`src/rtl/bo_pkg.sv`:
```
// Shared select encodings, ALU op codes and frame-FSM states for the BO datapath.
package bo_pkg;

  localparam logic [1:0] SEL_RX    = 2'd0;
  localparam logic [1:0] SEL_RH    = 2'd1;
  localparam logic [1:0] SEL_RS    = 2'd2;
  localparam logic [1:0] SEL_CONST = 2'd3;

  localparam logic [1:0] WB_ALU = 2'd0;
  localparam logic [1:0] WB_OPA = 2'd1;
  localparam logic [1:0] WB_XIN = 2'd2;
  localparam logic [1:0] WB_SAT = 2'd3;

  localparam logic OP_ADD = 1'b0;
  localparam logic OP_MUL = 1'b1;

  typedef enum logic [1:0] {
    IDLE = 2'd0,
    RUN  = 2'd1,
    DONE = 2'd2
  } state_t;

endpackage

```
`src/rtl/bo_alu.sv`:
```
// Combinational add/multiply with a double-width result, truncated and saturated views.
module bo_alu
  import bo_pkg::*;
#(
  parameter int unsigned WIDTH = 8
) (
  input  logic [WIDTH-1:0] a,
  input  logic [WIDTH-1:0] b,
  input  logic             op,
  output logic [WIDTH-1:0] trunc,
  output logic [WIDTH-1:0] sat,
  output logic             ovf
);

  logic [2*WIDTH-1:0] full;

  always_comb begin
    if (op == OP_MUL) full = {{WIDTH{1'b0}}, a} * {{WIDTH{1'b0}}, b};
    else              full = {{WIDTH{1'b0}}, a} + {{WIDTH{1'b0}}, b};
    ovf   = |full[2*WIDTH-1:WIDTH];
    trunc = full[WIDTH-1:0];
    sat   = ovf ? '1 : full[WIDTH-1:0];
  end

endmodule

```
`src/rtl/bo_datapath.sv`:
```
// Operative datapath: RX/RH/RS working registers, operand and write-back muxes,
// and a frame FSM that pulses done with the final result after LS_PER_FRAME loads.
module bo_datapath
  import bo_pkg::*;
#(
  parameter int unsigned WIDTH        = 8,
  parameter int unsigned C0           = 3,
  parameter int unsigned C1           = 1,
  parameter int unsigned LS_PER_FRAME = 2
) (
  input  logic             clk,
  input  logic             reset,
  input  logic [WIDTH-1:0] x_in,
  input  logic             lx,
  input  logic             ls,
  input  logic             lh,
  input  logic             hula,
  input  logic [1:0]       m0,
  input  logic [1:0]       m1,
  input  logic [1:0]       m2,
  output logic [WIDTH-1:0] result,
  output logic             done,
  output logic             ovf,
  output logic             busy
);

  localparam int unsigned CNT_W = $clog2(LS_PER_FRAME) + 1;
  localparam logic [CNT_W-1:0] CNT_LAST = CNT_W'(LS_PER_FRAME - 1);

  state_t state, state_n;
  logic [WIDTH-1:0] rx, rh, rs;
  logic [WIDTH-1:0] opa, opb, wdata;
  logic [WIDTH-1:0] alu_trunc, alu_sat;
  logic             alu_ovf;
  logic [CNT_W-1:0] ls_cnt;
  logic             complete, restart;

  always_comb begin
    case (m0)
      SEL_RX:  opa = rx;
      SEL_RH:  opa = rh;
      SEL_RS:  opa = rs;
      default: opa = WIDTH'(C0);
    endcase
    case (m1)
      SEL_RX:  opb = rx;
      SEL_RH:  opb = rh;
      SEL_RS:  opb = rs;
      default: opb = WIDTH'(C1);
    endcase
  end

  bo_alu #(.WIDTH(WIDTH)) u_alu (
    .a     (opa),
    .b     (opb),
    .op    (hula),
    .trunc (alu_trunc),
    .sat   (alu_sat),
    .ovf   (alu_ovf)
  );

  always_comb begin
    case (m2)
      WB_ALU:  wdata = alu_trunc;
      WB_OPA:  wdata = opa;
      WB_XIN:  wdata = x_in;
      default: wdata = alu_sat;
    endcase
  end

  always_ff @(posedge clk) begin
    if (reset) state <= IDLE;
    else       state <= state_n;
  end

  // A completing ls takes priority over an lx restart in the same RUN cycle.
  always_comb begin
    state_n  = state;
    complete = 1'b0;
    restart  = 1'b0;
    case (state)
      IDLE: if (lx) begin
        state_n = RUN;
        restart = 1'b1;
      end
      RUN: begin
        if (ls && ls_cnt == CNT_LAST) begin
          state_n  = DONE;
          complete = 1'b1;
        end else if (lx) begin
          restart = 1'b1;
        end
      end
      DONE: begin
        if (lx) begin
          state_n = RUN;
          restart = 1'b1;
        end else begin
          state_n = IDLE;
        end
      end
      default: state_n = IDLE;
    endcase
  end

  always_comb begin
    busy = (state == RUN);
    done = (state == DONE);
  end

  always_ff @(posedge clk) begin
    if (reset) begin
      rx     <= '0;
      rh     <= '0;
      rs     <= '0;
      result <= '0;
      ovf    <= 1'b0;
      ls_cnt <= '0;
    end else begin
      if (lx) rx <= x_in;
      if (lh) rh <= wdata;
      if (ls) rs <= wdata;

      if (complete) begin
        result <= wdata;
        ls_cnt <= '0;
      end else if (restart) begin
        ls_cnt <= '0;
      end else if (state == RUN && ls) begin
        ls_cnt <= ls_cnt + CNT_W'(1);
      end

      if (restart)
        ovf <= 1'b0;
      else if (state == RUN && (lh || ls) && m2 == WB_ALU && alu_ovf)
        ovf <= 1'b1;
    end
  end

endmodule

```
`config.mk`:
```
export PLATFORM = sky130hd
export DESIGN_NAME = bo_datapath
export DESIGN_NICKNAME = d
export VERILOG_FILES = /design/src/rtl/bo_pkg.sv /design/src/rtl/bo_alu.sv /design/src/rtl/bo_datapath.sv
export SDC_FILE = /design/constraint.sdc
export NUM_CORES = 1
export LEC_CHECK = 0
export CAP_MARGIN = 25
export CORE_MARGIN = 8
export CORE_UTILIZATION = 45
export CTS_BUF_LIST = sky130_fd_sc_hd__clkbuf_4
export DETAILED_ROUTE_END_ITERATION = 10
export GPL_TIMING_DRIVEN = 0
export PLACE_DENSITY = 0.73
export SYNTH_ARGS = -nofsm -noshare
export SYNTH_HDL_FRONTEND = slang
export SYNTH_SLANG_ARGS = --single-unit
export TNS_END_PERCENT = 100
```
`constraint.sdc`:
```
create_clock -name clk -period 9.45 [get_ports clk]
set_input_delay 1.89 -clock clk [delete_from_list [all_inputs] [get_ports clk]]
set_output_delay 1.89 -clock clk [all_outputs]
set_load 0.005 [all_outputs]
```
==> PnR_summary.wiki, run 1 <==
{| class="wikitable"
! Metric !! Value
|-
| Unrepaired setup endpoints after global routing || no
|-
| Number of synthesized register bits || 37
|-
| Pwr/cell area || 101 nW/um^2
|-
| Antenna cell count || 0
|-
| Placed wire-length estimate after detailed placement || 10300 um
|-
| Tightest slew margin relative to the limit || 0.339
|-
| Number of buffers added to fix hold violations after cts || 0
|-
| Number of I/O port buffers || 25
|-
| Wire length of the first global-routing pass || 20300 um
|-
| Initial core utilization || 0.462
|-
| Worst Setup Path Type || primary input to flop
|-
| Antenna Violating Nets Remaining || 0
|-
| Core Box Area || 9730 um^2
|-
| Clock tree from TritonCTS || yes
|-
| Most used flip-flop cell after synthesis || dfxtp_1
|-
| Register area || 741 um^2
|-
| Number of detailed-routing iterations run before antenna repair || 5
|-
| Proportion of synthesized chip area in sequential cells || 0.165
|-
| Total length of routed wires || 12600 um
|-
| Die Y-Extent || 116 um
|-
| Number of antenna violations at the first check in global routing || 0
|-
| Number of buffers inserted during clock tree synthesis || 5
|-
| Setup total negative slack || 0 ns
|-
| Ratio of cells with drive above 1 in the final layout || 0.0467
|-
| Synthesis-to-finish area growth || 11.6%
|-
| Number of nets in the layout || 700
|-
| Worst R2R Path Depth || 18
|-
| Final Hold Vio Count || 0
|-
| Crit path buf inv count || 3
|-
| Clock root buffer || clkbuf_4
|-
| Average size of a mapped cell || 7.94 um^2
|-
| Net count of the mapped netlist || 668
|-
| Avg Vias per Cell || 5.78
|-
| Filler cell count || 951
|-
| Final period util || 0.928
|-
| Wire length per cell after detailed routing || 17.3 um
|-
| Highest ir drop seen on vdd || 0.0727 mV
|-
| Worst-Margin Slew || 0.985 ns
|-
| Setup-failing EPs final || 0
|-
| Remaining routing DRC violations || 0
|-
| Number of buffers inserted to repair setup after CTS || 0
|-
| Max frequency || 114 MHz
|-
| Crit path max fanout || 10
|-
| Most used cell along the critical path || fa_1
|-
| Leakage power || 2.32 nW
|-
| Maximum clock path buffer count || 2
|-
| Cells after synthesis || 566
|-
| Number of gates given a new drive strength after cts || 0
|-
| Endpoint required time on the critical path || 9.68 ns
|-
| Clk_skew || 0.0193 ns
|-
| Cell with the biggest individual delay on the critical path || o31ai_1
|-
| Delay of the slowest critical-path stage || 0.69 ns
|-
| EDFF count, synth || 0
|-
| Clk slew on worst S/H paths || 0.13 ns
|-
| Crit path cell chain || clkbuf_1 > nor2b_1 > nand2_1 > o21ai_1 > nand2_1 > fa_1 > fa_1 > fa_1 > inv_1 > fa_1 > ha_1 > buf_6 > a21oi_2 > nor2_2 > or4_1 > a2111o_1 > a211oi_2 > nand3_1 > o31ai_1 > o22ai_1
|-
| Die extent in x || 116 um
|-
| Drt first-iter violations || 375
|-
| Largest net degree at the start of global routing || 14
|-
| Path category of the worst min-delay check || flop to flop
|-
| RD Place Congestion || 0.960
|-
| H-tree level count || 2
|-
| Maxcap violations || 0
|-
| Time the worst path needs with I/O delays and setup || 8.77 ns
|-
| Arrival @ worst endpoint || 9.00 ns
|-
| Clock Latency Late Sink || 0.36 ns
|-
| Area of combinational cells with multiple inputs || 3390 um^2
|-
| Area enclosed by the die boundary || 13400 um^2
|-
| Overall track demand over capacity in global routing || 0.191
|-
| Number of cells after detailed placement || 724
|-
| Async S/R FF share, synth || 0
|-
| Critical Path Sink Type || flop
|-
| Total standard cell area after synthesis || 4490 um^2
|-
| Run status || finished clean
|-
| Cell class contributing the biggest share of worst-path delay || compound AO/OA/AOI/OAI gates
|-
| Number of top-level pins || 31
|-
| Final Max Slew Viols || 0
|-
| Yosys cell types || 49
|-
| Row cnt || 36
|-
| Worst Hold Depth || 2
|-
| Type of origin of the critical path || primary input
|-
| Number of global-route vias before repair || 4070
|-
| Number of warnings printed during yosys synthesis || 0
|-
| Number of sinks driven by the clock tree || 37
|-
| Worst path depth || 20
|-
| Leftover overflow at the end of global routing || 0
|-
| DR vias || 4234
|-
| Post-route insts no fill || 732
|}
==> sequential cells by signal (all words and copies together), names as in the netlist <==
name,cells
ovf,1
state,2
ls_cnt,2
rh,8
result,8
rx,8
rs,8
==> stage by stage <==
stage | hold slack [ns] | utilization | power (mW) | setup WS (ns) | cell area, um^2
after floorplan | 0.435 | - | 0.306 | 1.63 | 4490
after global placement | 0.431 | 0.505 | 0.359 | 0.594 | 4910
after detailed placement | 0.433 | 0.505 | 0.364 | 0.451 | 4910
after CTS | 0.449 | 0.516 | 0.503 | 0.836 | 5020
after global routing | 0.475 | 0.516 | 0.532 | 0.488 | 5020
final | 0.447 | 0.516 | 0.507 | 0.677 | 5020
==> cell type report <==
type / instances / share of cell area
plain buffers: 17 / 0.0142
multi-input cells: 435 / 0.676
repair buffers: 25 / 0.0499
inverters: 77 / 0.0576
clock buffers: 5 / 0.00748
flip-flops and latches: 37 / 0.148
well taps: 133 / 0.0332
clock inverters: 3 / 0.0137
==> worst reg2reg max path, delay by kind of cell, from the launching register on <==
kind / cells / cell delay, ns
compound gates: 6 / 2.72
fa+ha+maj: 5 / 2.40
simple gates: 4 / 1.09
flops: 1 / 0.40
buf+inv: 2 / 0.19
mux: 1 / 0.09
==> cell families (layout without fill, tap and decap cells) <==
family,count (synthesis),after routing,synth area share
AOI/OAI and AO/OA,133,133,0.193
and+or+nand+nor,181,181,0.187
xor gates and xnor gates,12,12,0.0234
buffers and inverters,94,127,0.0802
adders and majority gates,82,82,0.290
DFF,37,37,0.165
muxes,27,27,0.0618
==> cells in the mapped netlist, types with 6 or more instances <==
| library cell | count | area share |
|---|---|---|
| a211oi_1 | 9 | 0.015 |
| ha_1 | 45 | 0.13 |
| mux2_2 | 6 | 0.015 |
| dfxtp_1 | 37 | 0.16 |
| nor2b_1 | 6 | 0.0084 |
| nand2_1 | 59 | 0.049 |
| xnor2_1 | 7 | 0.014 |
| o21a_1 | 12 | 0.020 |
| nand2b_1 | 21 | 0.029 |
| nor2_1 | 63 | 0.053 |
| fa_1 | 37 | 0.16 |
| mux2i_1 | 21 | 0.047 |
| o21ai_1 | 8 | 0.0089 |
| clkbuf_1 | 16 | 0.013 |
| o22ai_1 | 24 | 0.033 |
| o21ai_0 | 22 | 0.024 |
| nand3_1 | 9 | 0.010 |
| a21oi_1 | 27 | 0.030 |
| inv_1 | 77 | 0.064 |
==> power breakdown <==
part / switching (mW) / internal [mW]
Combinational: 0.121 / 0.0704
Clock: 0.0589 / 0.0832
Sequential: 0.00870 / 0.165
Total: 0.188 / 0.319
==> cell usage in the layout (no fill, tap or decap), types with 16 or more instances in the layout <==
cell type	instances
clkbuf_1	16
a21oi_1	27
o22ai_1	24
nand2b_1	21
mux2i_1	21
fa_1	37
dfxtp_1	37
clkdlybuf4s50_1	25
inv_1	77
nor2_1	63
ha_1	45
o21ai_0	22
nand2_1	59
==> path summary, 6_finish.rpt <==
kind / startpoint / to / slack (ns)
min reg2reg: result[5] / result[5] / 0.45
min: result[5] / result[5] / 0.45
max reg2reg: rh[5] / rs[4] / 2.42
max: m0[1] / rs[4] / 0.68
==> metal layers <==
metal,up-vias,global-route usage,part of all wire
met4,0,0.0536,0.022
met1,2011,0.247,0.41
met3,28,0.0297,0.092
met2,200,0.319,0.47
li1,1995,-,-
met5,-,0,0
Power figures use the tool's default switching activity.
==> run 2, diff against run 1 <==
CAP_MARGIN = not set   (was 25)
==> results of run 2 <==
No change in the layout: final DEF, timing and power equal those of run 1.
==> run 3, diff against run 2 <==
clock period = 8.6 ns   (was 9.45 ns; I/O delays follow)
==> run 3 against run 2 <==
  * Power rose by 9.7%
  * First-iteration DRC count is 5.9% higher
  * Clock skew fell by 0.0041 ns
  * Register-to-register slack got worse by 0.78 ns
  * Die area unchanged
  * Critical path depth is 1 lower
  * Count of clock-buffer cells in the layout unchanged
  * Global-route usage is the same
  * Non-clock buffer count unchanged
  * Routed wire length fell by 0.43%
  * Core utilization grew 0.052 points
  * Critical path type unchanged
  * Critical endpoint unchanged
  * Largest power group unchanged
==> PnR_summary.wiki, run 3 (synthesis gave the netlist of run 1 again) <==
{| class="wikitable"
! Metric !! Value
|-
| Number of detailed-routing iterations run before antenna repair || 5
|-
| Filler cell count || 951
|-
| Switching Fraction || 0.370
|-
| Crit path max fanout || 10
|-
| Highest ir drop seen on vdd || 0.0802 mV
|-
| End of the critical path || rs[4]
|-
| Final Max Slew Viols || 0
|-
| Sequential share of power || 0.344
|-
| Wire length of the first global-routing pass || 20300 um
|-
| Area of combinational cells with multiple inputs || 3400 um^2
|-
| Antenna cell count || 0
|-
| Maximum clock path buffer count || 2
|-
| Number of buffers inserted during clock tree synthesis || 5
|-
| Number of buffers inserted to repair setup after CTS || 0
|-
| Cell Area, Placed || 4910 um^2
|-
| Register area || 741 um^2
|-
| Max frequency || 117 MHz
|-
| Clk slew on worst S/H paths || 0.13 ns
|-
| Worst R2R Path Depth || 18
|-
| Final period util || 0.998
|-
| Unrepaired setup endpoints after global routing || yes
|-
| Final Hold Vio Count || 0
|-
| Largest net degree at the start of global routing || 14
|-
| RD Place Congestion || 0.960
|-
| Maxcap violations || 0
|-
| Die extent in x || 116 um
|-
| Most common library cell in the layout ignoring fill and taps || inv_1
|-
| Number of buffers added to fix hold violations after cts || 0
|-
| NetSw || 0.206 mW
|-
| Worst slack, placed || -0.229 ns
|-
| Time the worst path needs with I/O delays and setup || 8.58 ns
|-
| Slack of the worst reg-to-reg path || 1.64 ns
|-
| Number of antenna violations at the first check in global routing || 0
|-
| Number of gates given a new drive strength after cts || 0
|-
| Critical Path Sink Type || flop
|-
| Row cnt || 36
|-
| Design internal power || 0.350 mW
|-
| Minimum hold slack || 0.446 ns
|-
| Initial core utilization || 0.462
|-
| Drt first-iter violations || 397
|-
| Pwr/cell area || 111 nW/um^2
|-
| Number of I/O port buffers || 25
|-
| Worst setup path startpoint || m0[0]
|-
| Setup slack of the critical path after layout || 0.0175 ns
|-
| Worst Setup Path Type || primary input to flop
|-
| Type of origin of the critical path || primary input
|-
| Die Y-Extent || 116 um
|-
| Leftover overflow at the end of global routing || 0
|-
| Post-route insts no fill || 732
|-
| Clock tree from TritonCTS || yes
|-
| Overall track demand over capacity in global routing || 0.191
|-
| Path category of the worst min-delay check || flop to flop
|-
| Worst-Margin Slew || 0.901 ns
|-
| Endpoint required time on the critical path || 8.82 ns
|-
| Synthesis-to-finish area growth || 11.7%
|-
| Clock Latency Late Sink || 0.35 ns
|-
| Leading cell types in the layout, fill and taps excluded || inv_1, nor2_1, nand2_1, ha_1
|-
| Setup-failing EPs final || 0
|-
| Core Box Area || 9730 um^2
|-
| Clock root buffer || clkbuf_4
|-
| Tightest slew margin relative to the limit || 0.395
|-
| Critical R2R Launch || rx[1]
|-
| Clk_skew || 0.0151 ns
|-
| Comb pwr share || 0.377
|-
| Arrival @ worst endpoint || 8.81 ns
|-
| Leakage power || 2.32 nW
|-
| Placed wire-length estimate after detailed placement || 10300 um
|-
| Setup total negative slack || 0 ns
|-
| Number of nets in the layout || 700
|-
| Number of global-route vias before repair || 4070
|-
| Wire length per cell after detailed routing || 17.2 um
|-
| Antenna Violating Nets Remaining || 0
|-
| Ratio of cells with drive above 1 in the final layout || 0.0484
|-
| Share of power burned in the clock network || 0.279
|-
| Worst R2R End || rs[4]
|-
| Number of sinks driven by the clock tree || 37
|-
| Number of cells after detailed placement || 724
|-
| Cell area after layout || 5020 um^2
|-
| H-tree level count || 2
|-
| Number of top-level pins || 31
|-
| DR vias || 4206
|-
| Run status || finished clean
|-
| Avg Vias per Cell || 5.75
|-
| Area enclosed by the die boundary || 13400 um^2
|-
| Remaining routing DRC violations || 0
|-
| Total length of routed wires || 12600 um
|}
## run 3: layout make-up
cell class / count / area share
multi-input combinational: 435 / 0.677
sequential: 37 / 0.147
inverter: 77 / 0.0575
timing repair buffer: 25 / 0.0498
tap: 133 / 0.0331
buffer: 17 / 0.0142
clock inverter: 3 / 0.0137
clock buffer: 5 / 0.00747
## run 3: worst min-delay path by stage
stage | startpoint | to | slack [ns] | cells after the start
finish | result[5] | result[5] | 0.45 | 2
global route | result[1] | result[1] | 0.48 | 2
floorplan | result[5] | result[5] | 0.43 | 2
CTS | result[5] | result[5] | 0.45 | 2
detailed placement | result[5] | result[5] | 0.43 | 2
global placement | result[5] | result[5] | 0.43 | 2
## run 3: power groups by stage
stage | sequential (mW) | combinational [mW] | clock, mW
after floorplan | 0.191 | 0.146 | 0
final | 0.191 | 0.210 | 0.155
after global routing | 0.192 | 0.231 | 0.163
after detailed placement | 0.195 | 0.205 | 0
after global placement | 0.194 | 0.200 | 0
after CTS | 0.191 | 0.206 | 0.156
## run 3: routing by layer
layer	GRT usage	up-vias	wire (um)
li1	-	1995	-
met1	0.247	2013	5340
met2	0.319	174	6000
met3	0.0297	24	986
met4	0.0536	0	266
met5	0	-	0
## run 3: per-stage QoR
step                      utilization  power [mW]
after floorplan                     -       0.336
after global placement          0.505       0.394
after detailed placement        0.505       0.399
after CTS                       0.516       0.553
after global routing            0.516       0.586
final                           0.516       0.556
## run 3: critical path, cell delays in order
cell and delay, ns:
clkbuf_1 0.48, mux2_2 0.41, o22ai_1 0.68, inv_1 0.25
nand2_1 0.16, fa_1 0.47, fa_1 0.47, fa_1 0.49
fa_1 0.54, inv_1 0.04, ha_1 0.25, a21oi_2 0.29
nor2_2 0.10, or4_1 0.52, a2111o_1 0.44, a211oi_2 0.35
nand3_1 0.25, o31ai_1 0.70, o22ai_1 0.18
